===== config.mk =====
export PLATFORM = sky130hd
export DESIGN_NAME = uart_tx_arbiter
export DESIGN_NICKNAME = d
export VERILOG_FILES = /design/src/rtl/uart_pkg.sv /design/src/rtl/rr_select.sv /design/src/rtl/uart_tx_arbiter.sv
export SDC_FILE = /design/constraint.sdc
export NUM_CORES = 1
export LEC_CHECK = 0
export ABC_AREA = 0
export BUFFER_PORTS_ARGS = -buffer_cell sky130_fd_sc_hd__buf_2
export CORE_MARGIN = 2
export CORE_UTILIZATION = 53
export CTS_CLUSTER_DIAMETER = 80
export DETAILED_ROUTE_END_ITERATION = 16
export PLACE_DENSITY = 0.83
export SLEW_MARGIN = 20
export SYNTH_ARGS = -nofsm -noshare
export SYNTH_HDL_FRONTEND = slang
export SYNTH_SLANG_ARGS = --single-unit

===== constraint.sdc =====
create_clock -name clk -period 3.6 [get_ports clk]
set_input_delay 0.36 -clock clk [delete_from_list [all_inputs] [get_ports clk]]
set_output_delay 0.36 -clock clk [all_outputs]
set_load 0.1 [all_outputs]

===== src/rtl/uart_pkg.sv =====
// Shared UART definitions.
//   UART_DATA_W : default byte width of the UART datapath.
//   state_e     : uart_tx_arbiter FSM encoding (IDLE=0, LAUNCH=1, WAIT_DONE=2, HOLD=3).
package uart_pkg;

  localparam int unsigned UART_DATA_W = 8;

  typedef enum logic [1:0] {
    StIdle     = 2'd0,
    StLaunch   = 2'd1,
    StWaitDone = 2'd2,
    StHold     = 2'd3
  } state_e;

endpackage


===== src/rtl/rr_select.sv =====
// Combinational round-robin priority picker.
// Searches req_valid starting at rr_ptr+1 and wrapping modulo N_REQ; the
// first valid requester found wins.
//   req_valid : per-requester valid vector
//   rr_ptr    : index of the most recently served requester
//   grant     : one-hot grant (all zero when nothing is valid)
//   grant_idx : index of the granted requester (0 when nothing is valid)
//   any_valid : at least one requester is valid
module rr_select #(
  parameter int unsigned N_REQ = 4,
  localparam int unsigned IW   = $clog2(N_REQ)
) (
  input  logic [N_REQ-1:0] req_valid,
  input  logic [IW-1:0]    rr_ptr,
  output logic [N_REQ-1:0] grant,
  output logic [IW-1:0]    grant_idx,
  output logic             any_valid
);

  always_comb begin
    int unsigned idx;
    idx       = 0;
    grant     = '0;
    grant_idx = '0;
    any_valid = 1'b0;
    for (int unsigned off = 1; off <= N_REQ; off++) begin
      idx = (32'(rr_ptr) + off) % N_REQ;
      if (!any_valid && req_valid[idx]) begin
        any_valid  = 1'b1;
        grant[idx] = 1'b1;
        grant_idx  = IW'(idx);
      end
    end
  end

endmodule


===== src/rtl/uart_tx_arbiter.sv =====
// Round-robin arbiter sharing one uart_tx among N_REQ byte-stream requesters.
// Bytes are accepted one at a time, launched on the transmitter and waited on
// until tx_done. A non-last byte locks the grant to its requester so multi-byte
// messages are never interleaved; an idle lock is force-released after
// LOCK_TIMEOUT cycles.
//   clk, rst     : clock, asynchronous active-high reset
//   req_valid    : per-requester byte valid
//   req_data     : requester i's byte at [i*DATA_W +: DATA_W]
//   req_last     : presented byte ends its message
//   req_ready    : one-hot or zero accept (combinational)
//   tx_start     : one-cycle launch pulse to uart_tx
//   tx_data      : byte to send, stable from tx_start until tx_done
//   tx_busy      : transmitter is shifting
//   tx_done      : end-of-stop-bit pulse from uart_tx
//   grant_id     : current or last granted requester
//   lock_active  : a message is in progress
//   lock_timeout : one-cycle pulse when a lock is force-released
module uart_tx_arbiter
  import uart_pkg::*;
#(
  parameter int unsigned N_REQ        = 4,
  parameter int unsigned DATA_W       = UART_DATA_W,
  parameter int unsigned LOCK_TIMEOUT = 1024,
  localparam int unsigned IDW         = $clog2(N_REQ)
) (
  input  logic                    clk,
  input  logic                    rst,
  input  logic [N_REQ-1:0]        req_valid,
  input  logic [N_REQ*DATA_W-1:0] req_data,
  input  logic [N_REQ-1:0]        req_last,
  output logic [N_REQ-1:0]        req_ready,
  output logic                    tx_start,
  output logic [DATA_W-1:0]       tx_data,
  input  logic                    tx_busy,
  input  logic                    tx_done,
  output logic [IDW-1:0]          grant_id,
  output logic                    lock_active,
  output logic                    lock_timeout
);

  localparam int unsigned CNT_W = $clog2(LOCK_TIMEOUT + 1);
  localparam logic [CNT_W-1:0] CNT_LAST = CNT_W'(LOCK_TIMEOUT - 1);
  localparam logic [CNT_W-1:0] CNT_MAX  = '1;

  state_e              state_q, state_d;
  logic [DATA_W-1:0]   tx_data_q, tx_data_d;
  logic                last_q, last_d;
  logic [IDW-1:0]      grant_q, grant_d;
  logic [IDW-1:0]      rr_ptr_q, rr_ptr_d;
  logic                lock_q, lock_d;
  logic                tx_start_q, tx_start_d;
  logic                lock_timeout_q, lock_timeout_d;
  logic [CNT_W-1:0]    cnt_q, cnt_d;

  logic [N_REQ-1:0]    sel_grant;
  logic [IDW-1:0]      sel_idx;
  logic                sel_any;

  logic [IDW-1:0]      xfer_idx;
  logic [DATA_W-1:0]   xfer_byte;
  logic                xfer_last;

  rr_select #(
    .N_REQ (N_REQ)
  ) u_rr_select (
    .req_valid (req_valid),
    .rr_ptr    (rr_ptr_q),
    .grant     (sel_grant),
    .grant_idx (sel_idx),
    .any_valid (sel_any)
  );

  // Only HOLD bypasses the round-robin pick: the lock owner is the sole candidate.
  always_comb begin
    xfer_idx  = (state_q == StHold) ? grant_q : sel_idx;
    xfer_byte = req_data[xfer_idx*DATA_W +: DATA_W];
    xfer_last = req_last[xfer_idx];
  end

  // Ready is held low during reset so nothing can appear accepted.
  always_comb begin
    req_ready = '0;
    if (!rst) begin
      case (state_q)
        StIdle: req_ready = sel_grant;
        StHold: if (req_valid[grant_q]) req_ready[grant_q] = 1'b1;
        default: ;
      endcase
    end
  end

  always_comb begin
    state_d        = state_q;
    tx_data_d      = tx_data_q;
    last_d         = last_q;
    grant_d        = grant_q;
    rr_ptr_d       = rr_ptr_q;
    lock_d         = lock_q;
    cnt_d          = cnt_q;
    tx_start_d     = 1'b0;
    lock_timeout_d = 1'b0;

    unique case (state_q)
      StIdle: begin
        if (sel_any) begin
          tx_data_d  = xfer_byte;
          last_d     = xfer_last;
          grant_d    = sel_idx;
          // Launch straight away when the transmitter is free so tx_start is
          // visible in the cycle after the transfer.
          tx_start_d = !tx_busy;
          state_d    = StLaunch;
        end
      end

      StLaunch: begin
        // tx_start_q high means the pulse is on the wire this cycle.
        if (tx_start_q) begin
          state_d = StWaitDone;
        end else if (!tx_busy) begin
          tx_start_d = 1'b1;
        end
      end

      StWaitDone: begin
        if (tx_done) begin
          if (last_q) begin
            lock_d   = 1'b0;
            rr_ptr_d = grant_q;
            state_d  = StIdle;
          end else begin
            lock_d  = 1'b1;
            cnt_d   = '0;
            state_d = StHold;
          end
        end
      end

      StHold: begin
        if (req_valid[grant_q]) begin
          tx_data_d  = xfer_byte;
          last_d     = xfer_last;
          tx_start_d = !tx_busy;
          state_d    = StLaunch;
        end else if (cnt_q == CNT_LAST) begin
          lock_timeout_d = 1'b1;
          lock_d         = 1'b0;
          rr_ptr_d       = grant_q;
          cnt_d          = '0;
          state_d        = StIdle;
        end else if (cnt_q != CNT_MAX) begin
          cnt_d = cnt_q + CNT_W'(1);
        end
      end

      default: state_d = StIdle;
    endcase
  end

  always_ff @(posedge clk or posedge rst) begin
    if (rst) begin
      state_q        <= StIdle;
      tx_data_q      <= '0;
      last_q         <= 1'b0;
      grant_q        <= '0;
      rr_ptr_q       <= IDW'(N_REQ - 1);
      lock_q         <= 1'b0;
      tx_start_q     <= 1'b0;
      lock_timeout_q <= 1'b0;
      cnt_q          <= '0;
    end else begin
      state_q        <= state_d;
      tx_data_q      <= tx_data_d;
      last_q         <= last_d;
      grant_q        <= grant_d;
      rr_ptr_q       <= rr_ptr_d;
      lock_q         <= lock_d;
      tx_start_q     <= tx_start_d;
      lock_timeout_q <= lock_timeout_d;
      cnt_q          <= cnt_d;
    end
  end

  assign tx_start     = tx_start_q;
  assign tx_data      = tx_data_q;
  assign grant_id     = grant_q;
  assign lock_active  = lock_q;
  assign lock_timeout = lock_timeout_q;

endmodule


==> Word level (Yosys, flattened, before mapping) <==
Cells that the tools add are included.
W data, S select, Z words.
{ "op_classes": {"muxes": 75, "addsub": 5, "n_bitwise": 3, "eq_ne": 15, "shift": 1, "n_reduce_logical": 21, "order_cmp": 11} }
{ "op_table": {"columns": ["operator", "n"], "rows": [
  ["$mux W11", 5],
  ["$shiftx A32 B6 Y8", 1],
  ["$mux W2", 15],
  ["$mux W1", 28],
  ["$mux W4", 6],
  ["$pmux W11 S2", 1],
  ["$lt A2 B3 Y1 const B", 6],
  ["$mux W8", 2],
  ["$pmux W8 S2", 1],
  ["$bmux W1 S2", 6],
  ["$ne A2 B2 Y1 const B", 6],
  ["$or A4 B4 Y4", 3],
  ["$add A11 B1 Y11 const B", 1],
  ["$eq A11 B10 Y1 const B", 1],
  ["$ne A11 B11 Y1 const B", 1],
  ["$demux W1 S2", 5],
  ["$ge A2 B1 Y1 const B", 5],
  ["$reduce_and A5 Y1", 2],
  ["$logic_and A1 B1 Y1", 8],
  ["$pmux W2 S4", 1],
  ["$pmux W4 S2", 1],
  ["$reduce_and A4 Y1", 2],
  ["$ne A3 B1 Y1 const B", 2],
  ["$add A2 B1 Y2 const B", 2],
  ["other kinds (12)", 20]
]} }
{ "word_totals": {"output_inout_bits": 17, "ff_bits": 29} }

==> Depth between registers and ports, before layout <==
Gate-level depths: netlist of the first run.
{ "logic_depth": {"ltp_word": 18, "ltp_mapped": 13, "ltp_nobuf": 8} }

==> Hierarchy <==
A second synthesis of the first run with hierarchy kept.
{ "unflattened": {"cells_unflattened": 244, "area_unflattened_um2": 2468.6} }
{ "modules_own_cells": {"columns": ["module", "seq_area_each_um2", "area_each_um2", "cells_per_inst", "instances"], "rows": [
  ["uart_tx_arbiter", 728.2, 1839.3, 158, 1],
  ["rr_select", 0.0, 629.4, 86, 1]
]} }

==> Worst setup path after synthesis of the first run <==
OpenSTA, ideal clock, no wires.
{ "synth_path": {"path_kind": "register to output", "start": "reg rr_ptr_q[0]", "end": "out req_ready[2]", "arrival_ns": 3.803, "n_path_buf": 2, "path_stages_with_launch": 10, "setup_slack_ns": -0.563, "path_cell_list": "dfstp_2 -> buf_6 -> clkbuf_1 -> inv_1 -> ha_1 -> mux2_2 -> nor2_1 -> a21oi_1 -> a221oi_1 -> o22ai_1"} }
{ "synth_via": {"elab_chain_len": 15, "elab_cells_between_ends": 50, "cone_classes": "add/sub: 4; order compare: 8; mux: 25; bitwise: 3; reduce/logical: 10"} }
{ "synth_rtl": {"columns": ["item", "line_no", "rtl"], "rows": [
  ["start: declaration", "uart_tx_arbiter.sv:49", "logic [IDW-1:0] rr_ptr_q, rr_ptr_d;"],
  ["start signal: assignment", "uart_tx_arbiter.sv:166", "rr_ptr_q <= IDW'(N_REQ - 1);"],
  ["start signal: assignment", "uart_tx_arbiter.sv:176", "rr_ptr_q <= rr_ptr_d;"],
  ["branches (longest 12 deep; another with $lt A2 B3 Y1)", null, null],
  ["$mux W4 *", "rr_select.sv:28", "if (!any_valid && req_valid[idx]) begin"],
  ["$pmux W4 S2 *", "uart_tx_arbiter.sv:84", "case (state_q)"],
  ["$mux W4 *", "uart_tx_arbiter.sv:83", "if (!rst) begin"],
  ["end: declaration", "uart_tx_arbiter.sv:31", "output logic [N_REQ-1:0] req_ready,"]
]} }
Every way passes the cells marked *. The select of a mux whose other input is x is not followed.

==> Worst setup path in the final report of the first run <==
{ "layout_path": {"start": "reg rr_ptr_q[1]", "end": "out req_ready[2]"} }
The elaborated chain is that of the path after synthesis.

==> results.cfg, run 1 <==
[floorplanning]
dieWidth_microns = 69.0
dieHeight_microns = 69.0
dieArea_sq_um = 4760
core-area_sq_um = 4030
io_pins = 61
initial_core_util = 0.556
row_count = 23

[final_layout]
area.growth.synth_to_final_pct = 16.7
final_nets = 354
layout.cells.non_filler = 346
diodes = 0
fill_cells = 330
drive_gt1_frac = 0.284

[synthesis]
synth_edf_count = 0
synth_ff_type = dfrtp_1
synthArstFlopShare = 1.00
ys_top_cells_by_count = dfrtp_1, nor2_1, nand2_1
synth_seq_cells = 29
synth_area_leaders = dfrtp_1, mux2i_1, ha_1
seq_area_frac_synth = 0.325
synth_most_common_cell = dfrtp_1
mappedNetlistNets = 299
ys_warn_count = 0
netlist.area_leader.share = 0.302
yosysUniqueCellTypes = 51
synth_area_sq_um = 2240
synth_area_per_cell_sq_um = 9.26
synthCells = 242
yosysTopAreaCell = dfrtp_1

[sta]
max-slew-margin-rel = 0.411
worst_slew_pin_slew_ns = 0.880
finalCriticalPeriod_ns = 3.31
finalHoldViolations = 0
rsz0062_at_grt = false
fmax_mhz = 302
fin_ws_ns = 0.285
post-route-period-util = 0.921
finalSetupViolCount = 0
finalClockSkew_ns = 0.00278
holdWs_ns = 0.156
final_max_slew_viol_count = 0
finalSetupTns_ns = 0

[clock_tree]
cts.sinks = 29
clk_latency_ns = 0.27
root_buffer = clkbuf_8
numCtsBuffers = 5
htree_num_levels = 2
cts_setup_buffers = 0
cts_resized = 0
cts_hold_buf = 0
tritoncts = done
clk_path_buf_depth = 2
cts.clk_slew.worst_paths_ns = 0.06

[drt]
num_vias = 2030
dr.pass1.iters = 4
ant_nets = 0
vias_per_cell = 5.87
drc = 0
wl_mm = 5.06
routedWlPerCell_microns = 14.6
drt-initial-drc-count = 138

[place]
place_hpwl_mm = 3.81
gp_congestion = 0.975
io_buffers = 60
place_ws_ns = 0.587
dp.cells = 340

[worst_hold_path]
worstHoldPathType = in -> async

[grt]
antenna_found_initial = 0
grt_max_degree = 30
grt_first_pass_wirelength_mm = 8.91
grt_pass1_vias = 1985
grt-ovfl-total = 0
grt_usage = 0.225

[power]
pwr-share-clk = 0.091
internal_power_mw = 1.19
ir_drop_mv = 0.837
p_comb_frac = 0.704
power_density_nw_per_um2 = 1030
switching_power_mw = 1.49
pwr-share-seq = 0.205
switching_share = 0.557
p_leak_nw = 1.27

[worst_setup_path]
critPathMaxStageDelay_ns = 0.63
cp_common_cell = nor2_1
critPathArrivalTime_ns = 2.95
crit_fanout = 10
crit_type = reg -> out
cp-end-kind = output pin
slowest_stage = dfstp_2
cp.required_ns = 3.24
critPathLaunchType = register
path_cells = inv_1 -> ha_1 -> mux2_2 -> nor2_1 -> a21oi_1 -> buf_4 -> nor2_1 -> a221oi_1 -> o22ai_2 -> buf_2

[job]
maxCapViolCount = 0

[outcome]
status = completed
==> critical path, delay by kind of cell (launching register included) <==
| kind | cells | cell delay [ns] |
|---|---|---|
| buffers and inverters | 3 | 0.76 |
| AND/OR/NAND/NOR | 2 | 0.21 |
| flip-flops | 1 | 0.63 |
| AO/OA/AOI/OAI | 3 | 0.30 |
| adder cells (fa/ha/maj) | 1 | 0.39 |
| multiplexers | 1 | 0.39 |
==> cells by family (layout without fill, tap and decap cells) <==
| group | count (synthesis) | count (layout) | synth area share |
|---|---|---|---|
| XOR/XNOR | 7 | 7 | 0.0274 |
| AND/OR/NAND/NOR | 88 | 88 | 0.192 |
| buffers and inverters | 22 | 76 | 0.0586 |
| adder cells (fa/ha/maj) | 13 | 13 | 0.0726 |
| multiplexers | 28 | 28 | 0.151 |
| flip-flops | 29 | 29 | 0.325 |
| AO/OA/AOI/OAI | 55 | 55 | 0.174 |
==> flip-flops by register name (all words and copies together), names as in the netlist <==
name	cells
tx_start	1
lock_active	1
lock_timeout	1
state_q	2
last_q	1
tx_data	8
grant_id	2
rr_ptr_q	2
cnt_q	11
==> area by class of cell <==
cell class	instances	area [sq um]	share of cell area
tap	50	62.6	0.0239
sequential	29	728	0.278
inverter	7	26.3	0.0100
clock buffer	5	68.8	0.0263
timing repair buffer	63	323	0.123
multi-input combinational	191	1400	0.536
clock inverter	1	5.00	0.00191
==> power by group through the flow <==
stage          clock network, mW  registers, mW  logic [mW]
2_1_floorplan                  0          0.985        1.22
3_3_place_gp                   0          0.547        1.85
3_5_place_dp                   0          0.549        1.89
4_1_cts                    0.250          0.549        1.89
5_1_grt                    0.266          0.569        2.06
6_report                   0.243          0.551        1.89
==> final timing paths <==
check	slack, ns	startpoint	endpoint	cells after the start
setup / recovery	0.29	rr_ptr_q[1]	req_ready[2]	10
hold / removal	0.16	rst	tx_start	2
setup reg to reg	0.74	rr_ptr_q[1]	tx_data[0]	9
hold reg to reg	0.49	tx_data[3]	tx_data[3]	2
max in group asynchronous	3.05	rst	cnt_q[2]	2
min in group clk	0.24	tx_busy	tx_start	2
==> layout by cell type, fill, tap and decap left out, types with 7 or more instances in the layout <==
cell      instances
o221ai_1          9
nand2_1          24
nand3_1           9
buf_2            60
nor2b_1           7
ha_1             13
dfrtp_1          27
nor2_1           26
a21oi_1          10
mux2i_1          20
==> metal layers <==
layer / up-vias / global-route usage / share of wire
met4: 0 / 0.0675 / 0.013
met1: 945 / 0.292 / 0.44
met5: - / 0 / 0
li1: 991 / - / -
met3: 8 / 0.0497 / 0.064
met2: 86 / 0.377 / 0.48
==> through the flow <==
stage                      util  area (sq um)  total power [mW]
after floorplan               -          2260              2.21
after global placement    0.631          2540              2.40
after detailed placement  0.631          2540              2.44
after CTS                 0.649          2620              2.69
after global routing      0.649          2620              2.89
final                     0.649          2620              2.68
Note: power is estimated with default switching activity, not from simulation.
==> run 2: changes to the inputs <==
Settings changed: PLACE_DENSITY 0.83 to 0.81, SETUP_SLACK_MARGIN set to 0.5.
==> results.cfg, run 2 (synthesis results as in run 1) <==
[floorplanning]
core-area_sq_um = 4030
row_count = 23
dieArea_sq_um = 4760
initial_core_util = 0.556
dieWidth_microns = 69.0
io_pins = 61
dieHeight_microns = 69.0

[power]
p_leak_nw = 1.32
power_density_nw_per_um2 = 1040
ir_drop_mv = 0.794

[worst_setup_path]
crit_fanout = 9
crit_cells = 9
r2r_setup_slack_ns = 0.77
critPathLaunchType = register
cp-end-kind = output pin
reg2reg_to = last_q
cp.required_ns = 3.24
crit_path_end = req_ready[3]
slowest_stage = dfstp_4
crit_type = reg -> out
critPathTopFamily = flip-flops
worstReg2RegStart = rr_ptr_q[0]
reg2regPathDepth = 9
critPathMaxStageDelay_ns = 0.67
critPathBufInv = 2
path_cells = clkinvlp_4 -> ha_4 -> mux2_2 -> nor2_2 -> a21oi_4 -> nor2_1 -> a221oi_2 -> o22ai_4 -> buf_12
critPathLaunch = rr_ptr_q[0]
critPathArrivalTime_ns = 2.70

[sta]
rsz0062_at_grt = false
final_max_slew_viol_count = 0
finalClockSkew_ns = 0.00297
max-slew-margin-rel = 0.425
holdWs_ns = 0.154
finalSetupViolCount = 0
finalSetupTns_ns = 0
fmax_mhz = 326
finalCriticalPeriod_ns = 3.06
worst_slew_pin_slew_ns = 0.858
post-route-period-util = 0.851
finalHoldViolations = 0

[clock_tree]
cts_hold_buf = 0
numCtsBuffers = 5
cts.sinks = 29
htree_num_levels = 2
cts.clk_slew.worst_paths_ns = 0.06
tritoncts = done
root_buffer = clkbuf_8
clk_latency_ns = 0.28
clk_path_buf_depth = 2

[place]
io_buffers = 60
gp_congestion = 0.873
dp.cells = 338
place_hpwl_mm = 3.75

[grt]
grt_pass1_vias = 1986
grt_max_degree = 30
grt-ovfl-total = 0
grt_first_pass_wirelength_mm = 8.92
grt_usage = 0.225
antenna_found_initial = 0

[drt]
drc = 0
routedWlPerCell_microns = 15.3
vias_per_cell = 5.90
drt-initial-drc-count = 115
ant_nets = 0
dr.pass1.iters = 4
num_vias = 2078
wl_mm = 5.38

[final_layout]
drive_gt1_frac = 0.325
diodes = 0
largest_reg_flops = 11
layout.cells.non_filler = 352
layout_commonest_cell = buf_2
final_util = 0.696
area.growth.synth_to_final_pct = 25.2
final_nets = 359
mostFrequentLayoutCells = buf_2, dfrtp_1, nor2_1, nand2_1, mux2i_1
top_register = cnt_q

[worst_hold_path]
worstHoldPathType = in -> async

[outcome]
status = completed

[job]
maxCapViolCount = 0
==> run 2: worst min-delay path by stage <==
stage / start / slack, ns / endpoint
floorplan: tx_busy / 0.43 / tx_start
global placement: tx_data[0] / 0.47 / tx_data[0]
detailed placement: tx_data[0] / 0.47 / tx_data[0]
CTS: tx_busy / 0.24 / tx_start
global route: rst / 0.21 / grant_id[0]
finish: rst / 0.15 / state_q[0]
==> run 2: where the power goes <==
part	leakage [nW]	internal, mW	switching, mW	total, mW
Clock	0.0443	0.151	0.124	0.276
Sequential	0.372	0.451	0.107	0.558
Combinational	0.902	0.718	1.38	2.09
Total	1.32	1.32	1.61	2.93
==> run 2: final cells by class <==
cell class	instances	area (sq um)
inverters	7	30.0
multi-input cells	191	1490
clock buffers	7	86.3
repair buffers	68	407
flip-flops and latches	29	732
fillers	302	1220
well taps	50	62.6
==> run 2: timing repair <==
item,4_1_cts,5_1_grt
resized for setup,19,4
buffers inserted,1,6
endpoints found under the setup margin,4,4
pin swaps,0,0
==> run 2: metrics by stage <==
stage / area, sq um / power [mW] / setup slack (ns)
final: 2810 / 2.93 / 0.535
after global routing: 2810 / 3.10 / 0.468
after CTS: 2740 / 2.84 / 0.546
after detailed placement: 2560 / 2.46 / 0.408
after global placement: 2560 / 2.42 / 0.477
after floorplan: 2300 / 2.24 / 0.513
==> run 2: metal layers <==
metal  vias to the layer above  GRT usage  routed length, microns
li1                       1007          -                       -
met1                       976      0.304                    2410
met2                        83      0.359                    2570
met3                        12     0.0409                     322
met4                         0     0.0893                      71
met5                         -          0                       0
